File: src/rtl/uart_pkg.sv
// Shared UART definitions: FSM state encoding, parity mode codes and the
// bit-period helper used by both the transmitter and the receiver.
package uart_pkg;

    // Frame phases, 3-bit encoding
    typedef enum logic [2:0] {
        ST_IDLE   = 3'd0,
        ST_START  = 3'd1,
        ST_DATA   = 3'd2,
        ST_PARITY = 3'd3,
        ST_STOP   = 3'd4
    } state_t;

    // Parity mode codes for the PARITY parameter
    localparam int PAR_NONE = 0;
    localparam int PAR_EVEN = 1;
    localparam int PAR_ODD  = 2;

    // Number of system clocks per line bit
    function automatic int clks_per_bit(input int clk_freq, input int baud_rate);
        return clk_freq / baud_rate;
    endfunction

endpackage

File: src/rtl/uart_baud_cnt.sv
// Bit-period counter. Counts 0..CLKS_PER_BIT-1 and pulses bit_end during the
// last clock of every bit period; wraps to 0 after it. clr holds it at 0 so
// that a bit period starts exactly on the edge where clr is released.
// Ports:
//   clk      in  system clock
//   rst      in  synchronous active-high reset
//   clr      in  hold counter at zero
//   bit_end  out high during the final clock of a bit period
module uart_baud_cnt
    import uart_pkg::*;
#(
    parameter int CLKS_PER_BIT = 10
) (
    input  logic clk,
    input  logic rst,
    input  logic clr,
    output logic bit_end
);

    localparam logic [15:0] LAST_CNT = 16'(CLKS_PER_BIT - 1);

    logic [15:0] clk_count;

    assign bit_end = (clk_count == LAST_CNT);

    always_ff @(posedge clk) begin
        if (rst || clr || bit_end) begin
            clk_count <= '0;
        end else begin
            clk_count <= clk_count + 16'd1;
        end
    end

endmodule

File: src/rtl/uart_tx.sv
// UART transmitter. Accepts a word over a valid/ready handshake and sends
// start bit, data LSB first, optional parity bit and 1 or 2 stop bits.
// Ports:
//   clk       in  system clock
//   rst       in  synchronous active-high reset (aborts a frame in progress)
//   tx_data   in  word to send, sampled on the handshake edge only
//   tx_valid  in  upstream has a word
//   tx_ready  out block can accept a word (registered)
//   tx        out serial line, idle high (registered)
//   tx_busy   out frame in progress
//   tx_done   out one-cycle pulse after the last stop bit
module uart_tx
    import uart_pkg::*;
#(
    parameter int CLK_FREQ   = 50_000_000,
    parameter int BAUD_RATE  = 9600,
    parameter int FRAME_BITS = 8,
    parameter int PARITY     = 0,
    parameter int STOP_BITS  = 1
) (
    input  logic                  clk,
    input  logic                  rst,
    input  logic [FRAME_BITS-1:0] tx_data,
    input  logic                  tx_valid,
    output logic                  tx_ready,
    output logic                  tx,
    output logic                  tx_busy,
    output logic                  tx_done
);

    localparam int CLKS_PER_BIT = clks_per_bit(CLK_FREQ, BAUD_RATE);
    localparam logic [3:0] LAST_DATA = 4'(FRAME_BITS - 1);
    localparam logic [3:0] LAST_STOP = 4'(STOP_BITS - 1);

    if (CLKS_PER_BIT < 2 || CLKS_PER_BIT > 65536) begin : g_bad_cpb
        $error("uart_tx: CLKS_PER_BIT must be 2..65536");
    end
    if (FRAME_BITS < 5 || FRAME_BITS > 9) begin : g_bad_frame
        $error("uart_tx: FRAME_BITS must be 5..9");
    end
    if (PARITY < 0 || PARITY > 2) begin : g_bad_parity
        $error("uart_tx: PARITY must be 0, 1 or 2");
    end
    if (STOP_BITS != 1 && STOP_BITS != 2) begin : g_bad_stop
        $error("uart_tx: STOP_BITS must be 1 or 2");
    end

    state_t                state_q, state_d;
    logic                  tx_q, tx_d;
    logic                  ready_q, ready_d;
    logic                  busy_q, busy_d;
    logic                  done_q, done_d;
    logic [3:0]            bit_idx_q, bit_idx_d;
    logic [FRAME_BITS-1:0] shift_q, shift_d;
    logic                  par_q, par_d;
    logic                  bit_end;
    logic                  handshake;

    assign handshake = tx_valid && ready_q;

    // Counter idles at zero so the start bit lasts exactly one bit period
    uart_baud_cnt #(
        .CLKS_PER_BIT(CLKS_PER_BIT)
    ) u_baud_cnt (
        .clk     (clk),
        .rst     (rst),
        .clr     (state_q == ST_IDLE),
        .bit_end (bit_end)
    );

    always_ff @(posedge clk) begin
        if (rst) begin
            state_q   <= ST_IDLE;
            tx_q      <= 1'b1;
            ready_q   <= 1'b1;
            busy_q    <= 1'b0;
            done_q    <= 1'b0;
            bit_idx_q <= '0;
        end else begin
            state_q   <= state_d;
            tx_q      <= tx_d;
            ready_q   <= ready_d;
            busy_q    <= busy_d;
            done_q    <= done_d;
            bit_idx_q <= bit_idx_d;
        end
    end

    // Datapath registers carry no reset; they are reloaded on every handshake
    always_ff @(posedge clk) begin
        shift_q <= shift_d;
        par_q   <= par_d;
    end

    always_comb begin
        state_d   = state_q;
        tx_d      = tx_q;
        ready_d   = ready_q;
        busy_d    = busy_q;
        done_d    = 1'b0;
        bit_idx_d = bit_idx_q;
        shift_d   = shift_q;
        par_d     = par_q;

        case (state_q)
            ST_IDLE: begin
                tx_d = 1'b1;
                if (handshake) begin
                    shift_d   = tx_data;
                    // Parity fixed from the captured word; the shift register
                    // is consumed as the data bits go out
                    par_d     = (PARITY == PAR_ODD) ? ~^tx_data : ^tx_data;
                    tx_d      = 1'b0;
                    ready_d   = 1'b0;
                    busy_d    = 1'b1;
                    bit_idx_d = '0;
                    state_d   = ST_START;
                end
            end
            ST_START: begin
                if (bit_end) begin
                    tx_d      = shift_q[0];
                    bit_idx_d = '0;
                    state_d   = ST_DATA;
                end
            end
            ST_DATA: begin
                if (bit_end) begin
                    if (bit_idx_q == LAST_DATA) begin
                        bit_idx_d = '0;
                        if (PARITY != PAR_NONE) begin
                            tx_d    = par_q;
                            state_d = ST_PARITY;
                        end else begin
                            tx_d    = 1'b1;
                            state_d = ST_STOP;
                        end
                    end else begin
                        // LSB-first: next bit is always at position 1 before the shift
                        shift_d   = shift_q >> 1;
                        tx_d      = shift_q[1];
                        bit_idx_d = bit_idx_q + 4'd1;
                    end
                end
            end
            ST_PARITY: begin
                if (bit_end) begin
                    tx_d      = 1'b1;
                    bit_idx_d = '0;
                    state_d   = ST_STOP;
                end
            end
            ST_STOP: begin
                if (bit_end) begin
                    if (bit_idx_q == LAST_STOP) begin
                        tx_d      = 1'b1;
                        ready_d   = 1'b1;
                        busy_d    = 1'b0;
                        done_d    = 1'b1;
                        bit_idx_d = '0;
                        state_d   = ST_IDLE;
                    end else begin
                        bit_idx_d = bit_idx_q + 4'd1;
                    end
                end
            end
            default: begin
                tx_d      = 1'b1;
                ready_d   = 1'b1;
                busy_d    = 1'b0;
                bit_idx_d = '0;
                state_d   = ST_IDLE;
            end
        endcase
    end

    assign tx       = tx_q;
    assign tx_ready = ready_q;
    assign tx_busy  = busy_q;
    assign tx_done  = done_q;

endmodule
File: config.mk
export PLATFORM = sky130hd
export DESIGN_NAME = uart_tx
export DESIGN_NICKNAME = d
export VERILOG_FILES = /design/src/rtl/uart_pkg.sv /design/src/rtl/uart_baud_cnt.sv /design/src/rtl/uart_tx.sv
export SDC_FILE = /design/constraint.sdc
export NUM_CORES = 1
export LEC_CHECK = 0
export ABC_AREA = 1
export CORE_UTILIZATION = 62
export CTS_CLUSTER_DIAMETER = 150
export DETAILED_ROUTE_END_ITERATION = 8
export DONT_BUFFER_PORTS = 1
export HOLD_SLACK_MARGIN = 0.06
export PLACE_DENSITY_LB_ADDON = 0.2
export SLEW_MARGIN = 20
export SYNTH_ARGS = -nofsm -noshare
export SYNTH_HDL_FRONTEND = slang
export SYNTH_HIERARCHICAL = 1
export SYNTH_SLANG_ARGS = --single-unit
File: constraint.sdc
create_clock -name clk -period 2.2 [get_ports clk]
set_input_delay 0.44 -clock clk [delete_from_list [all_inputs] [get_ports clk]]
set_output_delay 0.44 -clock clk [all_outputs]
set_load 0.005 [all_outputs]
==> summary.md <==
| Metric | Value |
|---|---|
| WHS Path Cells | `1` |
| Final Hold Vio Count | `0` |
| Placed Area | `about 1900 µm²` |
| Worst-Margin Slew | `0.292 ns` |
| Status | `finished clean` |
| Post-route minimum period | `1.97 ns` |
| Routed len/inst | `11.2 µm` |
| Vias in the first global route | `between 1000 and 1500` |
| Drt first pass iters | `4` |
| Worst Path Class, Setup | `flop to flop` |
| Share of layout cells above drive strength 1 | `under 10%` |
| CTS tree | `done` |
| Syn avg cell area | `7.00 µm²` |
| Unrepaired setup endpoints after global routing | `no` |
| Worst clock skew | `about 0.012 ns` |
| Post-Syn Instances | `269` |
| I/O pin total | `15` |
| CP required | `between 2 and 2.5 ns` |
| Die X | `57.1 µm` |
| Peak supply drop | `between 0.7 and 0.8 mV` |
| Root Driver | `clkbuf_4` |
| Tcrit/Tclk final | `89.5%` |
| Gpl congestion | `0.876` |
| Post-CTS Setup Bufs | `0` |
| CTS H-tree lvls | `2` |
| Hold_buf cts | `0` |
| Final Setup Violations | `0` |
| Crit Path Max Fanout | `8` |
| Total core area | `between 2000 and 3000 µm²` |
| Initial Util | `67.1%` |
| Total GRT Usage | `24.8%` |
| Number of port buffers | `0` |
| Largest net degree at the start of global routing | `17` |
| CP Launch Type | `flop` |
| Area Overhead vs Synth | `4.25%` |
| Post-route insts no fill | `308` |
| Worst Path Arrival | `2.03 ns` |
| Final setup TNS | `0 ns` |
| Post-Syn Area | `1880 µm²` |
| Post-DRT Antenna Nets | `0` |
| Min-Delay Path Class | `input port to flop` |
| Vias per cell | `around 5.2` |
| R2R depth | `8` |
| Die area | `3260 µm²` |
| Post-synthesis sequential area ratio | `approximately 41%` |
| FF+latch count, synth | `35` |
| Power Density | `967 nW/µm²` |
| Fin nets | `291` |
| DRT iter0 DRCs | `98` |
| Initial antenna violation count | `0` |
| Clk slew on worst S/H paths | `0.11 ns` |
| Fin area | `~2000 µm²` |
| DP Wirelength | `2600 µm` |
| Syn nets | `284` |
| Post-cts sizing count | `0` |
| Clk buf depth | `2` |
| Site Rows | `19` |
| First-pass GRT wire length | `6110 µm` |
| F_max | `just over 500 MHz` |
| Grt total ovfl | `0` |
| Detailed Route WL | `3450 µm` |
| Die Height | `57.1 µm` |
| Leak Pwr | `a little over 0.0008 µW` |
| CP Capture Type | `flop` |
| Via Count | `1611` |
| Rel. slew slack | `a little over 80%` |
| Placed Instances | `300` |
| Total CTS buffers | `5` |
| Antenna cells | `0` |
| Netlist cell types | `24` |
| DRC Markers | `0` |
| Max-slew violation count | `0` |
| Clock sinks | `35` |
| Clk Latency, worst-skew pair | `0.35 ns` |
| Max-cap violation count | `0` |
| Synth warn | `6` |
path summary, 6_finish.rpt:
path | startpoint | end | slack, ns
worst max register to register | u_baud_cnt/clk_count[0] | shift_q[0] | 0.23
worst max-delay path | u_baud_cnt/clk_count[0] | shift_q[0] | 0.23
worst min-delay path | rst | bit_idx_q[0] | 0.14
worst min register to register | u_baud_cnt/clk_count[0] | u_baud_cnt/clk_count[0] | 0.49
worst max-delay path, stage by stage (launching register included):
cell	delay, ns
dfxtp_1	0.41
ha_1	0.23
nand4_1	0.11
nor4_1	0.28
inv_1	0.13
nand3_1	0.13
nand2_2	0.10
nor2_1	0.13
buf_4	0.18
flip-flops by register name, indices dropped and copies added (netlist names):
| register | flops |
|---|---|
| bit_idx_q | 4 |
| tx_done | 1 |
| tx | 1 |
| tx_ready | 1 |
| tx_busy | 1 |
| u_baud_cnt/clk_count | 16 |
| shift_q | 8 |
| state_q | 3 |
stage by stage:
step / setup slack [ns] / power [µW] / hold WS, ns / util [%]
2_1_floorplan: 0.217 / 1440 / 0.443 / -
3_3_place_gp: 0.314 / 1560 / 0.462 / 68.2
3_5_place_dp: 0.258 / 1570 / 0.472 / 68.2
4_1_cts: 0.227 / 1900 / 0.132 / 70.0
5_1_grt: 0.0410 / 2060 / 0.110 / 70.0
6_report: 0.232 / 1900 / 0.144 / 70.0
cells by family after synthesis:
logic type / share of synthesized area, %
and+or+nand+nor: 37.9
buffers and inverters: 7.97
xor gates and xnor gates: 2.33
DFF: 41.5
adders and majority gates: 2.66
AOI/OAI and AO/OA: 7.64
Yosys cell counts (all sizes together):
library cell,instances,share of area (%)
a21oi,14,3.9
edfxtp,8,13
o21ai,14,3.7
buf,2,1.2
inv,33,6.6
nand4,5,1.7
or2,1,0.33
nor4,2,0.66
ha,4,2.7
clkinv,1,0.20
nand3,20,6.1
dfxtp,27,29
xor2,4,1.9
xnor2,1,0.47
nand2,85,18
nor2,48,11
metal layers:
layer,share of wire [%],GRT usage (%),routed length [µm],up-vias
met2,40,36.5,1370,52
met4,1.7,9.41,57,0
met5,0,0,0,-
met3,7.8,7.71,270,6
li1,-,-,-,866
met1,51,34.4,1750,687
cells in the final DEF (no fill, tap or decap), drive strengths merged:
master	netlist	layout
a21oi	14	14
xnor2	1	1
buf	2	2
dfxtp	27	27
o21ai	14	14
nor2	48	48
clkinv	1	3
or2	1	1
inv	33	33
xor2	4	4
nand3	20	20
nor4	2	2
clkbuf	0	6
edfxtp	8	8
ha	4	4
nand4	5	5
nand2	85	85
power by group:
part | internal, µW | switching, µW | total, µW
Clock | 118 | 215 | 334
Combinational | 215 | 421 | 636
Sequential | 831 | 98.2 | 930
Total | 1160 | 734 | 1900
cell type report:
type	count	area, µm²
Clock buffer	6	41.3
Multi-Input combinational cell	198	952
Fill cell	244	842
Inverter	34	128
Timing Repair Buffer	2	15.0
Clock inverter	2	7.51
Tap cell	31	38.8
Sequential cell	35	781
(Power assumes the default switching activity.)
